--- config.mk ---
export PLATFORM = sky130hd
export DESIGN_NAME = snake_feeder
export DESIGN_NICKNAME = d
export VERILOG_FILES = /design/src/rtl/snake_feeder.sv
export SDC_FILE = /design/constraint.sdc
export NUM_CORES = 1
export LEC_CHECK = 0
export ABC_AREA = 1
export CAP_MARGIN = 10
export CORE_AREA = 2 2 145 147
export CTS_CLUSTER_SIZE = 8
export DETAILED_ROUTE_END_ITERATION = 10
export DIE_AREA = 0 0 147 149
export PLACE_DENSITY = 0.72
export SLEW_MARGIN = 25
export SYNTH_ARGS = -nofsm -noshare
export SYNTH_HDL_FRONTEND = slang
export SYNTH_SLANG_ARGS = --single-unit
--- constraint.sdc ---
create_clock -name clk -period 3.4 [get_ports clk]
set_input_delay 0.68 -clock clk [delete_from_list [all_inputs] [get_ports clk]]
set_output_delay 0.68 -clock clk [all_outputs]
set_load 0.005 [all_outputs]
--- src/rtl/snake_feeder.sv ---
// snake_feeder: walks a ROW x COL feature map in serpentine order, reads each
// pixel from a 1-cycle-latency memory and streams it out zero-extended to
// PEA_NUM lanes over a valid/ready handshake.
//
// Scan order: the first two rows are interleaved column by column (row 0,
// then row 1, for each column). After that, each remaining row is swept in
// alternating direction. Even rows run right to left and odd rows run left
// to right.
//
// Buffering: data_out is a registered output stage. Behind it is a 2-entry
// FIFO. A read is issued only while (FIFO entries + outstanding reads) after
// the current edge is below 2. This means every returning word always has
// a slot, even if the consumer stalls forever. Data on the read bus is moved
// straight into the output stage when that stage is free and the FIFO is
// empty. Otherwise it is queued.
module snake_feeder #(
    parameter int ROW     = 128,
    parameter int COL     = 128,
    parameter int CH_IN   = 4,
    parameter int PEA_NUM = 32,
    parameter int ADDR_W  = 14
) (
    input  logic                   clk,
    input  logic                   rst,
    input  logic                   start,
    output logic                   mem_rd_en,
    output logic [ADDR_W-1:0]      mem_addr,
    input  logic [CH_IN*8-1:0]     mem_rdata,
    output logic [PEA_NUM*8-1:0]   data_out,
    output logic                   data_valid,
    input  logic                   data_ready,
    output logic                   busy,
    output logic                   done
);

    localparam int RW = $clog2(ROW);
    localparam int CW = (COL > 1) ? $clog2(COL) : 1;
    localparam int PW = CH_IN * 8;
    localparam logic [RW-1:0] ROW_LAST = RW'(ROW - 1);
    localparam logic [CW-1:0] COL_LAST = CW'(COL - 1);

    typedef enum logic [2:0] {
        S_IDLE  = 3'd0,
        S_HEAD  = 3'd1,
        S_BODY  = 3'd2,
        S_DRAIN = 3'd3,
        S_DONE  = 3'd4
    } state_t;

    state_t              r_state;
    logic [RW-1:0]       r_row;        // next pixel to read
    logic [CW-1:0]       r_col;
    logic                r_rd_en;
    logic                r_rd_pend;    // read data is on mem_rdata this cycle
    logic [ADDR_W-1:0]   r_addr;
    logic [PW-1:0]       r_pix;
    logic                r_valid;
    logic                r_busy;
    logic                r_done;
    logic [PW-1:0]       r_fifo [2];
    logic                r_wr_ptr;
    logic                r_rd_ptr;
    logic [1:0]          r_fifo_cnt;

    logic                w_pop;
    logic                w_out_load;
    logic                w_fifo_pop;
    logic                w_bypass;
    logic                w_fifo_push;
    logic [1:0]          w_fifo_cnt_nxt;
    logic                w_room;
    logic                w_drained;
    logic [ADDR_W-1:0]   w_addr;
    logic [RW-1:0]       w_nrow;
    logic [CW-1:0]       w_ncol;
    logic                w_last;
    logic                w_to_body;

    assign mem_rd_en  = r_rd_en;
    assign mem_addr   = r_addr;
    assign data_valid = r_valid;
    assign busy       = r_busy;
    assign done       = r_done;
    // Zero-extension keeps the unused upper lanes at zero in every cycle.
    assign data_out   = (PEA_NUM * 8)'(r_pix);

    // Buffer bookkeeping, read throttling and drain detection.
    always_comb begin
        w_pop          = r_valid & data_ready;
        w_out_load     = ~r_valid | w_pop;
        w_fifo_pop     = w_out_load & (r_fifo_cnt != 2'd0);
        w_bypass       = w_out_load & (r_fifo_cnt == 2'd0) & r_rd_pend;
        w_fifo_push    = r_rd_pend & ~w_bypass;
        w_fifo_cnt_nxt = r_fifo_cnt + {1'b0, w_fifo_push} - {1'b0, w_fifo_pop};
        // r_rd_en becomes the outstanding read after this edge.
        w_room         = ({1'b0, w_fifo_cnt_nxt} + {2'b00, r_rd_en}) < 3'd2;
        w_drained      = ~r_rd_en & ~r_rd_pend & (r_fifo_cnt == 2'd0) & w_out_load;
        w_addr         = ADDR_W'(r_row) * ADDR_W'(COL) + ADDR_W'(r_col);
    end

    // Serpentine successor of the pixel currently being read.
    always_comb begin
        w_nrow    = r_row;
        w_ncol    = r_col;
        w_last    = 1'b0;
        w_to_body = 1'b0;
        if (r_state == S_HEAD) begin
            if (r_row == RW'(0)) begin
                w_nrow = RW'(1);
            end else if (r_col == COL_LAST) begin
                if (ROW > 2) begin
                    // The first body row is even, so it starts at the right edge.
                    w_to_body = 1'b1;
                    w_nrow    = RW'(2);
                    w_ncol    = COL_LAST;
                end else begin
                    w_last = 1'b1;
                end
            end else begin
                w_nrow = RW'(0);
                w_ncol = r_col + CW'(1);
            end
        end else if (r_state == S_BODY) begin
            if (r_row[0] == 1'b0) begin
                if (r_col == CW'(0)) begin
                    // At the turn the column stays put and the row advances.
                    if (r_row == ROW_LAST) begin
                        w_last = 1'b1;
                    end else begin
                        w_nrow = r_row + RW'(1);
                    end
                end else begin
                    w_ncol = r_col - CW'(1);
                end
            end else begin
                if (r_col == COL_LAST) begin
                    if (r_row == ROW_LAST) begin
                        w_last = 1'b1;
                    end else begin
                        w_nrow = r_row + RW'(1);
                    end
                end else begin
                    w_ncol = r_col + CW'(1);
                end
            end
        end else begin
            w_last = 1'b0;
        end
    end

    // Frame control FSM: owns the scan position, read strobe/address, busy and done.
    always_ff @(posedge clk) begin
        if (rst) begin
            r_state <= S_IDLE;
            r_row   <= {RW{1'b0}};
            r_col   <= {CW{1'b0}};
            r_rd_en <= 1'b0;
            r_addr  <= {ADDR_W{1'b0}};
            r_busy  <= 1'b0;
            r_done  <= 1'b0;
        end else begin
            case (r_state)
                S_IDLE: begin
                    r_done <= 1'b0;
                    if (start) begin
                        // Pixel (0,0) is read immediately; (1,0) is next.
                        r_state <= S_HEAD;
                        r_busy  <= 1'b1;
                        r_rd_en <= 1'b1;
                        r_addr  <= {ADDR_W{1'b0}};
                        r_row   <= RW'(1);
                        r_col   <= {CW{1'b0}};
                    end else begin
                        r_rd_en <= 1'b0;
                    end
                end
                S_HEAD, S_BODY: begin
                    if (w_room) begin
                        r_rd_en <= 1'b1;
                        r_addr  <= w_addr;
                        r_row   <= w_nrow;
                        r_col   <= w_ncol;
                        if (w_last) begin
                            r_state <= S_DRAIN;
                        end else if (w_to_body) begin
                            r_state <= S_BODY;
                        end else begin
                            r_state <= r_state;
                        end
                    end else begin
                        r_rd_en <= 1'b0;
                    end
                end
                S_DRAIN: begin
                    r_rd_en <= 1'b0;
                    if (w_drained) begin
                        r_state <= S_DONE;
                        r_busy  <= 1'b0;
                        r_done  <= 1'b1;
                    end else begin
                        r_state <= S_DRAIN;
                    end
                end
                S_DONE: begin
                    // Start is deliberately not looked at here.
                    r_done  <= 1'b0;
                    r_state <= S_IDLE;
                end
                default: begin
                    r_state <= S_IDLE;
                    r_rd_en <= 1'b0;
                    r_busy  <= 1'b0;
                    r_done  <= 1'b0;
                end
            endcase
        end
    end

    // Read-data capture: output stage plus 2-entry FIFO behind it.
    always_ff @(posedge clk) begin
        if (rst) begin
            r_rd_pend  <= 1'b0;
            r_valid    <= 1'b0;
            r_pix      <= {PW{1'b0}};
            r_fifo_cnt <= 2'd0;
            r_wr_ptr   <= 1'b0;
            r_rd_ptr   <= 1'b0;
            r_fifo[0]  <= {PW{1'b0}};
            r_fifo[1]  <= {PW{1'b0}};
        end else begin
            r_rd_pend  <= r_rd_en;
            r_fifo_cnt <= w_fifo_cnt_nxt;
            if (w_out_load) begin
                if (w_fifo_pop) begin
                    r_pix    <= r_fifo[r_rd_ptr];
                    r_valid  <= 1'b1;
                    r_rd_ptr <= ~r_rd_ptr;
                end else if (w_bypass) begin
                    r_pix   <= mem_rdata;
                    r_valid <= 1'b1;
                end else begin
                    r_valid <= 1'b0;
                end
            end
            if (w_fifo_push) begin
                r_fifo[r_wr_ptr] <= mem_rdata;
                r_wr_ptr         <= ~r_wr_ptr;
            end
        end
    end

endmodule

==> Yosys cells after proc, flatten, opt, wreduce, memory -nomap -nowiden <==
Memory sizes are Yosys's and may differ from the RTL's. A register that Yosys moved wholly into a read port is not among the register bits.
Index checks and enable logic that the tools add are counted.
{ "totals": {"register_bits": 72, "mem_bits_rw": 64, "inputBits": 36, "output_inout_bits": 274, "wordCells": 138, "n_memories": 1} }
{ "memory_table": {"columns": ["name", "words", "width", "rd", "rd_clocked_by_memory_dff", "write_ports", "line", "source"], "rows": [
  ["r_fifo", 2, 32, 1, 1, 2, "60", "logic [PW-1:0] r_fifo [2];"]
]} }
{ "classes": {"n_addsub": 7, "order_cmp": 1, "eq_ne": 17, "mux": 62, "bitwise_logic": 17, "n_reduce_logical": 19} }
{ "ops": {"columns": ["op", "n"], "rows": [
  ["7-bit two-way mux", 18],
  ["32-bit two-way mux", 3],
  ["32-bit OR reduction", 1],
  ["14-bit two-way mux", 2],
  ["14-bit one-hot mux with 2 select lines", 1],
  ["7-bit one-hot mux with 2 select lines", 2],
  ["1-bit two-way mux", 25],
  ["4-bit != test, second input constant", 4],
  ["3-bit two-way mux", 5],
  ["14-bit by 7-bit adder with 14-bit output", 1],
  ["7-bit by 1-bit adder with 7-bit output, second input constant", 2],
  ["7-bit equality test, second input constant", 2],
  ["7-bit logical NOT", 2],
  ["7-bit AND reduction", 2],
  ["3-bit != test, second input constant", 4],
  ["3-bit one-hot mux with 3 select lines", 1],
  ["3-bit AND reduction", 3],
  ["1-bit AND", 8],
  ["1-bit inverter", 8],
  ["7-bit by 1-bit subtractor with 7-bit output, second input constant", 1],
  ["3-bit by 2-bit equality test with 1-bit output, second input constant", 2],
  ["2-bit != test, second input constant", 3],
  ["1-bit one-hot mux with 3 select lines", 2],
  ["2-bit AND reduction", 3],
  ["other kinds (15)", 18]
]} }

==> Logic depth before layout (Yosys ltp) <==
Gate-level depths: netlist (run 1).
{ "logic_depth": {"ltp_word": 12, "ltp_mapped": 19, "mapped_depth_nobuf": 19} }

==> Least setup slack after synthesis (run 1) <==
Ideal clock, no wire load.
{ "synth_path": {"kind": "input to register", "start": "in data_ready", "end": "reg r_row[4]", "setup_ns": 0.128, "t_arrival_ns": 2.626, "required_ns": 3.272, "slack_ns": 0.647, "stages": 12, "n_path_buf": 1, "cell_sequence": "nor2_2 nor2_1 clkbuf_1 ha_1 inv_1 ha_1 nand2_1 nand3_1 a21oi_4 nand3_2 o21ai_0 nor2_1"} }
{ "synth_between": {"elab_chain_cells": 12, "word_cells_on_any_way": 13, "classes_between": "add/sub: 3; order compare: 1; eq/ne: 1; bitwise: 7; reduce/logical: 1"} }
{ "synth_lines": {"columns": ["element", "line", "source"], "rows": [
  ["from (decl)", "31", "input logic data_ready,"],
  ["1-bit AND (*)", "89", "w_pop = r_valid & data_ready;"],
  ["1-bit OR (*)", "90", "w_out_load = ~r_valid | w_pop;"],
  ["1-bit AND (2 in a row)", "92", "w_bypass = w_out_load & (r_fifo_cnt == 2'd0) & r_rd_pend;"],
  ["1-bit inverter", "93", "w_fifo_push = r_rd_pend & ~w_bypass;"],
  ["1-bit AND", "93", null],
  ["2-bit by 1-bit adder with 2-bit output", "94", "w_fifo_cnt_nxt = r_fifo_cnt + {1'b0, w_fifo_push} - {1'b0, w_fifo_pop};"],
  ["2-bit by 1-bit subtractor with 2-bit output (*)", "94", null],
  ["named net w_fifo_cnt_nxt[0]", "70", "logic [1:0] w_fifo_cnt_nxt;"],
  ["2-bit by 1-bit adder with 3-bit output (*)", "96", "w_room = ({1'b0, w_fifo_cnt_nxt} + {2'b00, r_rd_en}) < 3'd2;"],
  ["3-bit by 2-bit < comparator with 1-bit output (*)", "96", null],
  ["2-bit != test (no line) (*)", null, null],
  ["7-bit AND reduction (no line) (*)", null, null],
  ["to (signal assigned)", "155", "r_row <= {RW{1'b0}};"],
  ["to (signal assigned)", "181", "r_row <= w_nrow;"],
  ["to (decl)", "51", "logic [RW-1:0] r_row;"]
]} }
Mark *: on every way through the listed nets, which the timed path passes. The rest lies on a longest branch.
A chain may end at the register's enable or synchronous reset.

==> Worst setup path after layout (run 1) <==
{ "layout_path": {"start": "in data_ready", "end": "reg r_addr[1] (netlist: mem_addr[1])"} }
{ "layout_between": {"elab_chain_cells": 12, "word_cells_on_any_way": 13, "classes_between": "add/sub: 3; order compare: 1; eq/ne: 1; bitwise: 7; reduce/logical: 1"} }
{ "layout_lines": {"columns": ["element", "line", "source"], "rows": [
  ["1-bit AND (*)", "89", null],
  ["1-bit OR (*)", "90", null],
  ["1-bit AND (2 in a row)", "92", null],
  ["1-bit inverter", "93", null],
  ["1-bit AND", "93", null],
  ["2-bit by 1-bit adder with 2-bit output", "94", null],
  ["2-bit by 1-bit subtractor with 2-bit output (*)", "94", null],
  ["2-bit by 1-bit adder with 3-bit output (*)", "96", null],
  ["3-bit by 2-bit < comparator with 1-bit output (*)", "96", null],
  ["2-bit != test (no line) (*)", null, null],
  ["3-bit AND reduction (no line) (*)", null, null],
  ["to (signal assigned)", "158", "r_addr <= {ADDR_W{1'b0}};"],
  ["to (signal assigned)", "170", "r_addr <= {ADDR_W{1'b0}};"],
  ["to (signal assigned)", "180", "r_addr <= w_addr;"],
  ["to (decl)", "55", "logic [ADDR_W-1:0] r_addr;"]
]} }
Mark *: on every way between the ends. The rest lies on a longest branch, timed or not.

==> impl_metrics.py, run 1 <==
metrics = {
    "outcome": {
        "status": "completed",
    },
    "logic_synthesis": {
        "synth_edf_count": 64,
        "synth_seq_cells": 137,
        "synthArstFlopShare": 0,
        "syn_area_per_cell_sq_um": 8.37,
        "yosys_most_used_dff": "dfxtp_1",
        "synthCells": 964,
        "netlist_area_sq_um": 8070,
        "yosysSeqAreaShare": 0.419,
        "synth_cell_types": 43,
        "ys_warn_count": 0,
    },
    "setup_path": {
        "end_kind": "register",
        "cpMostUsedCell": "inv_1",
        "reg2reg_depth": 18,
        "crit_type": "in2reg",
        "crit_path_start_kind": "primary input",
        "worst-path-max-fanout": 22,
        "crit_chain": "clkdlybuf4s50_1 -> nor2_2 -> inv_1 -> nand2_1 -> inv_2 -> nor2_1 -> inv_1 -> ha_1 -> inv_1 -> ha_1 -> inv_1 -> nand3_1 -> and2_1 -> nand3_2 -> nand2_4 -> inv_2 -> nand2_1 -> a21oi_1",
        "slowest_stage": "clkdlybuf4s50_1",
        "cp.arrival_ns": 3.21,
        "cpPeakStageDelay_ns": 0.41,
        "required_ns": 3.75,
    },
    "pwr": {
        "switching_power_w": 0.00276,
        "p_comb_frac": 0.398,
        "power_w": 0.00703,
        "sequentialPowerShare": 0.349,
        "cellPowerDensity_nw_per_um2": 785,
        "ir_worst_vdd_mv": 0.404,
        "p_leak_nw": 4.00,
        "p_int_w": 0.00426,
        "clockPowerShare": 0.253,
        "swShare": 0.393,
    },
    "sta": {
        "worst_slew_pin_slew_ns": 0.935,
        "rsz0062_at_grt": "no",
        "max_freq_mhz": 350,
        "layout_min_cycle_time_ns": 2.86,
        "finalHoldViolations": 0,
        "holdWs_ns": 0.444,
        "setup_viol": 0,
        "period_share": 0.840,
        "final.setup.tns_ns": 0,
        "slew_headroom": 0.377,
        "fin_skew_ns": 0.00621,
        "finalMaxSlewViolations": 0,
    },
    "grt": {
        "grt_pass1_vias": 5235,
        "grtUsageTotal": 0.153,
        "antenna_found_initial": 0,
        "grt_pass1_wl_um": 26400,
        "gr-total-overflow": 0,
        "grt_max_degree": 40,
    },
    "hold_path": {
        "min_path_type": "reg2reg",
        "min_path_cells": 1,
    },
    "floorplanning": {
        "core_area_sq_um": 20600,
        "die_w_um": 147,
        "die_area_sq_um": 21900,
        "initial_utilization": 0.392,
        "io_pins": 310,
        "die_h_um": 149,
        "placementRows": 53,
    },
    "layout": {
        "final_cell_mix": "conb_1 (224), nor2_1 (105), nand2_1 (97)",
        "final_nets": 1089,
        "syn_to_final_growth_pct": 11.0,
        "layout_commonest_cell": "conb_1",
        "drive_gt1_frac": 0.0727,
        "antenna-diode-count": 0,
    },
    "clocking": {
        "h-tree-depth": 4,
        "cts.sinks": 137,
        "clk_pin_slew_worst_paths_ns": 0.06,
        "cts_root_buf": "clkbuf_16",
        "insertion_delay_ns": 0.43,
        "clk_path_buf_depth": 2,
        "hold_buffers": 0,
        "post_cts_buffers": 0,
        "cts_resized": 0,
        "cts_tree": "built",
        "cts_made_buffers": 17,
    },
    "routing": {
        "wl_met3_um": 1390,
        "routed.top_layer": "met4",
        "final_antenna_net_count": 0,
        "drt-pass1-iter-count": 5,
        "drt_iter0_drc": 366,
        "vias_per_cell": 4.41,
        "vias": 5878,
        "drc": 0,
        "wl_met1_um": 7090,
        "wire_per_inst_um": 12.7,
        "finalWirelength_um": 16900,
        "wl_met2_um": 8230,
    },
    "place": {
        "port_buffers": 85,
        "gp_congestion": 0.868,
        "dp_hpwl_um": 11300,
    },
    "run": {
        "drv_cap": 0,
    },
}
sequential cells by signal (all words and copies together), names as in the netlist, named ones only:
signal,flops
data_valid,1
r_fifo_cnt,2
r_rd_pend,1
busy,1
done,1
r_pix,32
r_state,3
r_col,7
mem_rd_en,1
r_row,7
r_fifo,64
mem_addr,14
r_rd_ptr,1
r_wr_ptr,1
path summary, 6_finish.rpt:
check                                              from                        to  slack (ns)
worst max register to register  data_valid$_SDFFE_PP0P_  mem_addr[1]$_SDFFE_PP0P_        0.84
worst min-delay path              r_rd_ptr$_SDFFE_PP0P_                  register        0.44
worst max-delay path                         data_ready  mem_addr[1]$_SDFFE_PP0P_        0.54
worst min register to register    r_rd_ptr$_SDFFE_PP0P_                  register        0.44
per-stage QoR:
stage	setup WS [ns]	utilization	instance area, sq um	instances
2_1_floorplan	0.647	-	8900	1187
3_3_place_gp	0.215	0.408	8390	1302
3_5_place_dp	0.109	0.408	8390	1302
4_1_cts	0.562	0.436	8950	1334
6_report	0.543	0.436	8950	1334
5_1_grt	0.280	0.436	8950	1334
critical path: cells and delay by family:
| kind | cells | cell delay (ns) |
|---|---|---|
| buf+inv | 7 | 0.94 |
| compound gates | 1 | 0.14 |
| fa+ha+maj | 2 | 0.46 |
| simple gates | 8 | 0.97 |
cells by family after synthesis:
family	count (synthesis)	synth area share
xor+xnor	3	0.00326
compound gates	145	0.102
buf+inv	357	0.277
other cells	1	0.000465
flops	137	0.419
simple gates	293	0.161
mux	21	0.0261
fa+ha+maj	7	0.0109
power by group through the flow:
stage	logic, W	registers [W]	clock network (W)
2_1_floorplan	0.00218	0.00230	0
4_1_cts	0.00279	0.00245	0.00181
5_1_grt	0.00316	0.00250	0.00188
6_report	0.00280	0.00245	0.00178
3_5_place_dp	0.00277	0.00248	0
3_3_place_gp	0.00271	0.00247	0
synth_stat cells (17+ instances only):
library cell / instances / area [sq um]
buf_4: 224 / 1680
a21oi_1: 67 / 335
nand2_1: 97 / 364
nor2_1: 106 / 398
clkbuf_1: 19 / 71.3
a31oi_1: 17 / 106
mux2i_1: 21 / 210
o21ai_0: 38 / 190
dfxtp_1: 73 / 1460
nand3_1: 51 / 255
inv_1: 88 / 330
edfxtp_1: 64 / 1920
per-layer routing:
layer,vias to the layer above,track usage
met4,0,0.0457
met2,253,0.252
met3,26,0.0523
li1,2870,-
met5,-,0
met1,2729,0.191
area by class of cell:
class / count / area (sq um)
sequential: 137 / 3380
timing repair buffer: 101 / 1010
fill: 2031 / 11600
clock buffer: 20 / 447
clock inverter: 12 / 119
multi-input combinational: 693 / 3290
inverter: 96 / 360
tap: 275 / 344
Note: power is estimated with default switching activity, not from simulation.
==> run 2, diff against run 1 <==
- PLACE_DENSITY: 0.72 -> 0.75
- clock period: 3.4 -> 2.45 ns (I/O delays scaled with it)
==> run 2 against run 1 <==
Effect of this change: sequential power rose by 35%; global-route usage fell by 0.42 points; core utilization rose by 1.2 points; via count rose by 2.5%; critical path type is now reg2reg; critical endpoint is now r_row[3]$_SDFFE_PP0P_; highest routed layer unchanged.
==> impl_metrics.py, run 2 (same netlist as run 1, synthesis figures left out) <==
metrics = {
    "routing": {
        "drt_iter0_drc": 415,
        "vias_per_cell": 4.46,
        "finalWirelength_um": 17000,
        "vias": 6026,
        "drt-pass1-iter-count": 5,
        "final_antenna_net_count": 0,
        "wire_per_inst_um": 12.5,
        "drc": 0,
    },
    "pwr": {
        "power_w": 0.0102,
        "cellPowerDensity_nw_per_um2": 1110,
        "p_int_w": 0.00625,
        "swShare": 0.390,
        "switching_power_w": 0.00400,
        "clockPowerShare": 0.243,
        "p_leak_nw": 4.11,
        "p_comb_frac": 0.434,
        "ir_worst_vdd_mv": 0.561,
        "sequentialPowerShare": 0.323,
    },
    "layout": {
        "layout_commonest_cell": "conb_1",
        "largest_register_ffs": 64,
        "syn_to_final_growth_pct": 14.0,
        "final_nets": 1107,
        "antenna-diode-count": 0,
        "regMostFlops": "r_fifo",
        "fin_area_sq_um": 9200,
        "drive_gt1_frac": 0.101,
        "final_cell_mix": "conb_1 (224), nor2_1 (104), nand2_1 (94)",
    },
    "clocking": {
        "cts_tree": "built",
        "cts.sinks": 137,
        "cts_root_buf": "clkbuf_16",
        "cts_made_buffers": 17,
        "clk_path_buf_depth": 2,
        "h-tree-depth": 4,
        "clk_pin_slew_worst_paths_ns": 0.06,
        "insertion_delay_ns": 0.42,
    },
    "setup_path": {
        "critPathBufInv": 5,
        "end_kind": "register",
        "r2r_slack_ns": 0.17,
        "crit_chain": "inv_1 -> nor2_2 -> inv_1 -> nand2_2 -> inv_2 -> nor2_4 -> inv_1 -> ha_1 -> inv_2 -> ha_4 -> nand2_2 -> nand3_2 -> a21oi_4 -> nand3_2 -> a21oi_1 -> nor2_1",
        "slowest_stage": "dfxtp_2",
        "worst-path-max-fanout": 5,
        "crit_path_start_kind": "register",
        "cpPeakStageDelay_ns": 0.34,
        "critPathTopFamily": "simple AND/OR/NAND/NOR gates",
        "cpMostUsedCell": "inv_1",
        "cp.arrival_ns": 2.59,
        "crit_type": "reg2reg",
        "required_ns": 2.76,
    },
    "grt": {
        "grt_max_degree": 40,
        "grtUsageTotal": 0.149,
        "grt_pass1_vias": 5372,
        "grt_pass1_wl_um": 26200,
        "gr-total-overflow": 0,
        "antenna_found_initial": 0,
    },
    "floorplanning": {
        "placementRows": 53,
        "initial_utilization": 0.392,
        "die_h_um": 149,
        "die_w_um": 147,
        "die_area_sq_um": 21900,
        "core_area_sq_um": 20600,
        "io_pins": 310,
    },
    "sta": {
        "period_share": 0.929,
        "setup_slack_ns": 0.174,
        "holdWs_ns": 0.458,
        "finalHoldViolations": 0,
        "setup_viol": 0,
        "final.setup.tns_ns": 0,
        "fin_skew_ns": 0.00953,
        "max_freq_mhz": 439,
        "finalMaxSlewViolations": 0,
        "layout_min_cycle_time_ns": 2.28,
    },
    "place": {
        "place_area_sq_um": 8520,
        "pre_cts_ws_ns": -0.652,
        "port_buffers": 85,
        "gp_congestion": 0.829,
        "dp_hpwl_um": 11600,
    },
    "hold_path": {
        "min_path_type": "reg2reg",
    },
    "run": {
        "drv_cap": 0,
    },
    "outcome": {
        "status": "completed",
    },
}
==> run 2: cell types whose count changed in the layout (fill, tap and decap cells not counted), moves of 2 or more <==
cell / delta
buf_4: +13
clkinv_4: -5
inv_6: +5
nand2_1: -3
nand2_2: +3
a21oi_1: -2
a21oi_2: +2
buf_6: +2
inv_1: -2
nand3_1: -2
nand3_4: +2
o21ai_0: -2
==> run 2: worst register-to-register path, delay by kind of cell, from the launching register on <==
family,cells,cell delay [ns]
simple gates,7,0.64
fa+ha+maj,2,0.49
compound gates,2,0.41
flops,1,0.34
buf+inv,5,0.29
==> run 2: metal layers <==
metal  share of wire  GRT usage  vias to the layer above
li1                -          -                     2908
met1            0.41      0.185                     2836
met2            0.49      0.249                      268
met3           0.096     0.0511                       14
met4          0.0079     0.0370                        0
met5               0          0                        -
==> run 2: stage by stage <==
step            util  cells
5_1_grt        0.447   1352
3_3_place_gp   0.414   1316
4_1_cts        0.443   1350
2_1_floorplan      -   1187
3_5_place_dp   0.414   1316
6_report       0.447   1352
==> run 2: area by class of cell <==
cell class	count	area (sq um)
multi-input cells	695	3390
well taps	275	344
clock buffers	21	460
clock inverters	11	108
fillers	1991	11400
repair buffers	117	1150
inverters	96	365
flip-flops and latches	137	3390
==> run 2: worst paths after layout <==
path | cells after the start | from | end
setup / recovery | 16 | data_valid$_SDFFE_PP0P_ | r_row[3]$_SDFFE_PP0P_
hold / removal | 1 | r_rd_ptr$_SDFFE_PP0P_ | register
setup reg to reg | 16 | data_valid$_SDFFE_PP0P_ | r_row[3]$_SDFFE_PP0P_
hold reg to reg | 1 | r_rd_ptr$_SDFFE_PP0P_ | register
==> run 2: power by group through the flow <==
stage	logic (W)	clock network, W	registers [W]
after floorplan	0.00306	0	0.00319
after global placement	0.00409	0	0.00332
after detailed placement	0.00418	0	0.00333
after CTS	0.00425	0.00253	0.00329
after global routing	0.00497	0.00263	0.00336
final	0.00445	0.00249	0.00331
==> run 2: repair_timing <==
action,CTS,global route
hold buffers,0,0
setup buffers,1,1
cloned,1,1
gates resized for setup,3,19
endpoints found under the setup margin,31,32
pin swaps,2,4
==> run 3, diff against run 2 <==
- CELL_PAD_IN_SITES_DETAIL_PLACEMENT: default -> 1
- CELL_PAD_IN_SITES_GLOBAL_PLACEMENT: default -> 2
- CORE_AREA: 2 2 145 147 -> 2 2 195 197
- DIE_AREA: 0 0 147 149 -> 0 0 197 199
- PLACE_DENSITY: 0.75 -> 0.73
==> run 3 against run 2 <==
Effect of this change: register-to-register slack lost 0.05 ns; total power grew 0.23%; clock skew is essentially flat; count of clock-buffer cells in the layout is the same; worst setup slack lost 0.065 ns; final cell count grew 14%; sequential power grew 2%; sequential share of layout area shrank 0.82 points; critical path depth grew 1; via count shrank 1.8%; maximum frequency shrank 2.8%; die area grew 79%.
==> impl_metrics.py, run 3 (same netlist as run 1, synthesis figures left out) <==
metrics = {
    "run": {
        "drv_cap": 0,
    },
    "sta": {
        "worst_slew_pin_slew_ns": 0.776,
        "holdWs_ns": 0.453,
        "layout_min_cycle_time_ns": 2.34,
        "slew_headroom": 0.482,
        "fin_skew_ns": 0.00965,
        "max_freq_mhz": 427,
        "finalHoldViolations": 0,
        "setup_viol": 0,
        "finalMaxSlewViolations": 0,
        "final.setup.tns_ns": 0,
        "period_share": 0.955,
    },
    "clocking": {
        "clk_path_buf_depth": 2,
        "h-tree-depth": 4,
        "cts_made_buffers": 17,
        "post_cts_buffers": 0,
        "clk_pin_slew_worst_paths_ns": 0.06,
        "hold_buffers": 0,
        "cts_tree": "built",
        "cts_root_buf": "clkbuf_16",
        "insertion_delay_ns": 0.42,
        "cts.sinks": 137,
    },
    "pwr": {
        "clockPowerShare": 0.239,
        "swShare": 0.400,
        "sequentialPowerShare": 0.329,
        "ir_worst_vdd_mv": 0.507,
        "p_int_w": 0.00616,
        "p_leak_nw": 4.09,
        "switching_power_w": 0.00411,
        "cellPowerDensity_nw_per_um2": 1090,
        "p_comb_frac": 0.432,
        "power_w": 0.0103,
    },
    "place": {
        "place_area_sq_um": 8770,
        "port_buffers": 85,
        "dp_hpwl_um": 14600,
        "gp_congestion": 0.743,
    },
    "floorplanning": {
        "placementRows": 71,
        "core_area_sq_um": 37100,
        "die_h_um": 199,
        "io_pins": 310,
        "die_area_sq_um": 39200,
        "die_w_um": 197,
        "initial_utilization": 0.217,
    },
    "setup_path": {
        "end_kind": "register",
        "slowest_stage": "ha_1",
        "cp.arrival_ns": 2.69,
        "worst-path-max-fanout": 6,
        "crit_type": "in2reg",
        "crit_chain": "dlygate4sd2_1 -> nor2_2 -> inv_1 -> nand2_2 -> inv_2 -> nor2_2 -> inv_1 -> ha_1 -> inv_2 -> ha_4 -> nand2_2 -> nand3_2 -> a21oi_4 -> nand3_4 -> inv_2 -> nand2_1 -> a21oi_2",
        "crit_path_start_kind": "primary input",
        "cpPeakStageDelay_ns": 0.30,
        "required_ns": 2.80,
        "cpMostUsedCell": "inv_2",
    },
    "layout": {
        "antenna-diode-count": 0,
        "regMostFlops": "r_fifo",
        "drive_gt1_frac": 0.104,
        "largest_register_ffs": 64,
        "final_cell_mix": "conb_1 (224), nor2_1 (104), nand2_1 (93)",
        "layout_commonest_cell": "conb_1",
        "fin_area_sq_um": 9410,
        "num-fill-cells": 4490,
        "syn_to_final_growth_pct": 16.6,
        "final_nets": 1104,
    },
    "routing": {
        "vias": 5920,
        "drc": 0,
        "wire_per_inst_um": 13.4,
        "drt-pass1-iter-count": 4,
        "final_antenna_net_count": 0,
        "vias_per_cell": 3.82,
        "finalWirelength_um": 20700,
        "drt_iter0_drc": 165,
    },
    "grt": {
        "grtUsageTotal": 0.104,
        "gr-total-overflow": 0,
        "grt_pass1_wl_um": 31500,
        "antenna_found_initial": 1,
        "grt_pass1_vias": 5856,
        "grt_max_degree": 40,
    },
    "outcome": {
        "status": "completed",
    },
    "hold_path": {
        "min_path_type": "reg2reg",
    },
}
run 3: final timing paths:
check                      startpoint                    end  slack (ns)  cells past startpoint
max                        data_ready  r_row[1]$_SDFFE_PP0P_        0.11                     17
min             r_rd_ptr$_SDFFE_PP0P_  r_rd_ptr$_SDFFE_PP0P_        0.45                      1
max reg2reg  r_fifo_cnt[0]$_SDFF_PP0_  r_row[1]$_SDFFE_PP0P_        0.12                     15
min reg2reg     r_rd_ptr$_SDFFE_PP0P_  r_rd_ptr$_SDFFE_PP0P_        0.45                      1
run 3: per-layer routing:
metal  wire length (um)  vias up  share of wire  global-route usage
met5                 16        -        0.00077                   0
met4                188        2         0.0091              0.0267
met3               1040       16          0.050              0.0288
met2              10100      150           0.49               0.177
met1               9400     2853           0.45               0.129
li1                   -     2899              -                   -
run 3: power by group through the flow:
stage                     clock network, W  logic (W)  registers, W
after floorplan                          0    0.00306       0.00319
after global placement                   0    0.00420       0.00342
after detailed placement                 0    0.00429       0.00343
after CTS                          0.00254    0.00433       0.00339
after global routing               0.00262    0.00502       0.00346
final                              0.00246    0.00444       0.00338
run 3: repair_timing:
action | in CTS | in global routing
pin swaps | 1 | 3
setup endpoints to repair | 30 | 30
gates cloned | 0 | 1
gates resized for setup | 2 | 21
run 3: final cells by class:
type	count	area, sq um	area share
sequential	137	3390	0.360
clock buffer	21	450	0.0479
clock inverter	11	100	0.0106
tap	474	593	0.0630
inverter	96	363	0.0386
multi-input combinational	694	3380	0.360
timing repair buffer	115	1130	0.120
run 3: worst max-delay path, delay by kind of cell:
family	cells	cell delay, ns
and+or+nand+nor	7	0.70
AOI/OAI and AO/OA	2	0.41
buffers and inverters	6	0.59
adders and majority gates	2	0.49
run 3: per-stage QoR:
| stage | util | cells | setup WS, ns |
|---|---|---|---|
| after floorplan | - | 1187 | 0.00167 |
| after global placement | 0.236 | 1515 | -0.577 |
| after detailed placement | 0.236 | 1515 | -0.623 |
| after global routing | 0.253 | 1548 | -0.00932 |
| final | 0.253 | 1548 | 0.109 |
| after CTS | 0.251 | 1547 | 0.0436 |
==> patch 1: new RTL, config.mk and constraints of run 1 <==
Encoding of `state_t`: now one-hot (5 bits for 5 states).
--- a/src/rtl/snake_feeder.sv
+++ b/src/rtl/snake_feeder.sv
@@ -39,12 +39,12 @@
     localparam logic [RW-1:0] ROW_LAST = RW'(ROW - 1);
     localparam logic [CW-1:0] COL_LAST = CW'(COL - 1);
 
-    typedef enum logic [2:0] {
-        S_IDLE  = 3'd0,
-        S_HEAD  = 3'd1,
-        S_BODY  = 3'd2,
-        S_DRAIN = 3'd3,
-        S_DONE  = 3'd4
+    typedef enum logic [4:0] {
+        S_IDLE  = 5'b00001,
+        S_HEAD  = 5'b00010,
+        S_BODY  = 5'b00100,
+        S_DRAIN = 5'b01000,
+        S_DONE  = 5'b10000
     } state_t;
 
     state_t              r_state;
Check against the original RTL: same outputs for any inputs over 4 cycles, from zero or initial values and one cycle with rst high; so few cycles prove little.
==> patch 1 against run 1 <==
Setup slack better by 0.062 ns; wire length down 1.8%; cell area down 0.18%; total power down 9.3%; sequential power down 4%; sequential cell count up 2; synthesized cell count up 0.10%; area after synthesis up 0.92%; first-iteration DRC count up 27%; critical path depth unchanged.
==> patch 1: results (changes against run 1) <==
Clock tree
  – Setup Buffers After CTS: 0 (unchanged)
  – Maximum level of the CTS H-tree: 4 (unchanged)

Pwr
  – Static Leakage: 3.97 nW (-0.74%)
  – Worst VDD drop: 0.000371 V (-8.0%)
  – Power per unit of standard cell area: 713 mW/mm^2 (-9.2%)
  – Internal power of the cells: 3.98 mW (-6.5%)

Global route
  – Overall routing resource usage: 15.2% (-0.057 points)
  – Pin count of the biggest net entering global routing: 50 (+25%)
  – Met1 layer usage reported by global route: 19.5% (+0.39 points)
  – Wire length of the first global-routing pass: 26800 um (+1.7%)
  – Met2 Track Usage GR: 25.5% (+0.23 points)
  – Vias in the first global route: 5303 (+1.3%)

Synthesis
  – Most instantiated cells after synthesis: 226 x sky130_fd_sc_hd__buf_4, 112 x sky130_fd_sc_hd__nor2_1, 99 x sky130_fd_sc_hd__nand2_1, 84 x sky130_fd_sc_hd__inv_1, 75 x sky130_fd_sc_hd__dfxtp_1
  – EDFF count, synth: 64 (unchanged)
  – Number of standard cells after synthesis: 965 (+0.10%)
  – Top cells by area in the synthesized netlist: sky130_fd_sc_hd__edfxtp_1 24%, sky130_fd_sc_hd__buf_4 21%, sky130_fd_sc_hd__dfxtp_1 18%
  – Portion of the post-synthesis area used by sequential elements: 42.1% (+0.11 points)
  – Count of different cell masters after synthesis: 37 (-14%)

Routing
  – Routed wirelength normalized by instance count: 12.5 um (-1.5%)
  – Wire length after detailed routing: 16600 um (-1.8%)
  – Sum of met3 wire segment lengths after detailed routing: 1270 um (-8.5%)
  – Routed wire length on met2: 8060 um (-2.1%)
  – M1 WL: 7110 um (+0.28%)
  – First-iteration detailed-routing DRC count: 466 (+27%)

Place
  – Weighted congestion reported at the end of routability-driven placement: 0.873 (+0.58%)
  – HPWL after DPL: 11100 um (-2.1%)

Final layout
  – NumNets Final: 1085 (-0.37%)
  – Number of flip-flops under the largest register name: 64 (unchanged)
  – Layout cells sized above 1: 7.20% (-0.067 points)
  – Fill count: 2022 (-0.44%)

Status
  – Run status: finished clean

Timing
  – Final setup skew: 0.0109 ns (+0.00466 ns)
  – Relative slew slack: 60.3% (+23 points)

Critical path
  – Kind of cell adding the most delay to the critical path: buffers and inverters
  – CP Max Fanout: 15 (-32%)
## patch 1: cell types whose count changed after synthesis, moves of 3 or more
cell and delta:
sky130_fd_sc_hd__a31oi_1 +5, sky130_fd_sc_hd__buf_2 -3, sky130_fd_sc_hd__buf_6 +3, sky130_fd_sc_hd__inv_1 -4, sky130_fd_sc_hd__inv_2 -3, sky130_fd_sc_hd__mux2i_1 +5, sky130_fd_sc_hd__nand3_2 +4, sky130_fd_sc_hd__nor2_1 +6
sky130_fd_sc_hd__nor3_1 -4, sky130_fd_sc_hd__o211ai_1 -5, sky130_fd_sc_hd__o21ai_1 +3
## patch 1: final timing paths
check | from | endpoint | slack [ns] | cells after the start
setup / recovery | data_ready | mem_addr[4] | 0.60 | 18
hold / removal | r_rd_ptr | register | 0.45 | 1
setup reg to reg | r_fifo_cnt[1] | mem_addr[4] | 0.89 | 18
hold reg to reg | r_rd_ptr | register | 0.45 | 1
## patch 1: cell families (layout without fill, tap and decap cells)
family,Yosys count,in the layout,synth area share [%]
AO/OA/AOI/OAI,143,143,9.67
buffers and inverters,352,219,27.4
flip-flops,139,139,42.1
XOR/XNOR,3,3,0.323
AND/OR/NAND/NOR,294,294,16.2
adder cells (fa/ha/maj),7,7,1.08
other,1,224,0.0461
multiplexers,26,26,3.20
## patch 1: final cells by class
type / count / area share (%)
flip-flops and latches: 139 / 38.3
multi-input cells: 697 / 37.2
repair buffers: 97 / 10.5
clock buffers: 18 / 4.80
well taps: 275 / 3.85
inverters: 90 / 3.82
clock inverters: 14 / 1.51
## patch 1: through the flow
stage	setup slack (ns)	util, %	cell area [sq um]
finish	0.605	43.5	8940
global route	0.302	43.5	8940
CTS	0.578	43.5	8930
detailed placement	0.156	40.7	8370
global placement	0.239	40.7	8370
floorplan	0.783	-	8980
## patch 1: worst register-to-register path, stage by stage (launching register included)
cell	delay [ns]
sky130_fd_sc_hd__dfxtp_1	0.33
sky130_fd_sc_hd__nor2_1	0.17
sky130_fd_sc_hd__inv_1	0.06
sky130_fd_sc_hd__nor2_1	0.15
sky130_fd_sc_hd__nor2_1	0.08
sky130_fd_sc_hd__inv_1	0.10
sky130_fd_sc_hd__ha_1	0.24
sky130_fd_sc_hd__inv_1	0.06
sky130_fd_sc_hd__ha_1	0.15
sky130_fd_sc_hd__inv_1	0.04
sky130_fd_sc_hd__nand2_1	0.07
sky130_fd_sc_hd__nand2_1	0.05
sky130_fd_sc_hd__nand2_1	0.05
sky130_fd_sc_hd__nand2_1	0.11
sky130_fd_sc_hd__nand3_4	0.09
sky130_fd_sc_hd__nand2_4	0.11
sky130_fd_sc_hd__inv_1	0.35
sky130_fd_sc_hd__nand2_1	0.11
sky130_fd_sc_hd__a21oi_1	0.13
==> patch 2: new RTL, config.mk and constraints of run 1 <==
Made on the original files. Set the parameter `COL` to 256 (it was 128).
--- a/src/rtl/snake_feeder.sv
+++ b/src/rtl/snake_feeder.sv
@@ -15,7 +15,7 @@
 // empty. Otherwise it is queued.
 module snake_feeder #(
     parameter int ROW     = 128,
-    parameter int COL     = 128,
+    parameter int COL     = 256,
     parameter int CH_IN   = 4,
     parameter int PEA_NUM = 32,
     parameter int ADDR_W  = 14
Behaviour: not the same (a bounded check fails within 4 cycles, from zero or initial values and one cycle with rst high).
==> patch 2 against run 1 <==
Final cell count shrank 0.97%; utilization is essentially flat; clock power grew 4%; sequential cell count grew 1; die area is the same; cell area is essentially flat; area after synthesis grew 0.43%; setup slack gained 0.031 ns; wire length shrank 5.0%; total power grew 4.5%; critical path type unchanged; largest cell class unchanged; highest routed layer unchanged.
==> patch 2: results (changes against run 1) <==
Final layout
  – Area occupied by registers: 0.00341 sq mm (+0.67%)
  – Layout cells sized above 1: 8.22% (+0.95 points)
  – Fill count: 2032 (+0.049%)
  – NumNets Final: 1075 (-1.3%)
  – Multi-input gate share of the layout cell area: 37.5% (+0.71 points)
  – Area share of buffers outside the clock network: 10.4% (-0.84 points)
  – Count of plain and timing-repair buffers: 96 (-5.0%)
  – Final instance area: 0.00896 sq mm (about the same)
  – Post-Layout Cell Count: 1321 (-0.97%)
  – Clock buffers and inverters, area share: 6.58% (+0.26 points)

Place
  – Total placed instance area: 0.00837 sq mm (-0.25%)
  – Weighted congestion reported at the end of routability-driven placement: 0.869 (+0.16%)
  – HPWL after DPL: 10600 um (-6.7%)

Critical path
  – End point of the critical path: mem_addr[0]
  – FF-to-FF setup slack: 0.87 ns (+0.03 ns)
  – Start of the worst register-to-register path: r_fifo_cnt[1]
  – Reg2reg path depth: 16 (-2)
  – Crit-path max cell delay: 0.47 ns (+0.06 ns)

Global route
  – Vias in the first global route: 5107 (-2.4%)
  – Met3 Usage GRT: 3.55% (-1.7 points)
  – Met1 layer usage reported by global route: 19.5% (+0.47 points)
  – Overall routing resource usage: 14.8% (-0.47 points)

Routing
  – First-iteration detailed-routing DRC count: 460 (+26%)
  – TritonRoute pass-1 iters: 4 (-1)
  – Sum of met3 wire segment lengths after detailed routing: 1210 um (-13%)
  – Vias post-DR: 5748 (-2.2%)
  – M1 WL: 7080 um (-0.20%)
  – Routed wirelength normalized by instance count: 12.2 um (-4.0%)

Clock tree
  – Clock tree sinks: 138 (+0.73%)

Timing
  – Tcrit/Tclk final: 83.1% (-0.91 points)
  – Final setup skew: 0.0145 ns (+0.00828 ns)

Pwr
  – Fraction of power spent switching nets: 39.2% (-0.12 points)
  – Static Leakage: 3.99 nW (about the same)
  – Power drawn by the clock network: 1.86 mW (+4%)
  – Proportion of power drawn by combinational gates: 40.6% (+0.8 points)
  – Worst VDD drop: 0.000386 V (-4.4%)

Synthesis
  – Top cells by area in the synthesized netlist: sky130_fd_sc_hd__edfxtp_1 24%, sky130_fd_sc_hd__buf_4 21%, sky130_fd_sc_hd__dfxtp_1 18%
  – Most instantiated cells after synthesis: 224 x sky130_fd_sc_hd__buf_4, 115 x sky130_fd_sc_hd__nor2_1, 88 x sky130_fd_sc_hd__nand2_1, 77 x sky130_fd_sc_hd__inv_1, 74 x sky130_fd_sc_hd__dfxtp_1

Status
  – Run status: finished clean
==> patch 2: cell count changes after synthesis, moves of 6 or more <==
cell,change
sky130_fd_sc_hd__a21oi_2,+9
sky130_fd_sc_hd__nand3_1,-16
sky130_fd_sc_hd__nor2_1,+9
sky130_fd_sc_hd__nand4_1,-6
sky130_fd_sc_hd__nand2_1,-9
sky130_fd_sc_hd__inv_1,-11
sky130_fd_sc_hd__o21ai_1,+11
==> patch 2: kinds of logic (layout without fill, tap and decap cells) <==
kind of cell             count (synthesis)  count (layout)  synth area share (%)
buffers and inverters                  347             215                  26.9
AND/OR/NAND/NOR                        269             269                  14.9
AO/OA/AOI/OAI                          165             165                  11.8
flip-flops                             138             138                  42.0
multiplexers                            20              20                  2.47
XOR/XNOR                                 9               9                 0.973
adder cells (fa/ha/maj)                  6               6                 0.927
other                                    1             224                0.0463
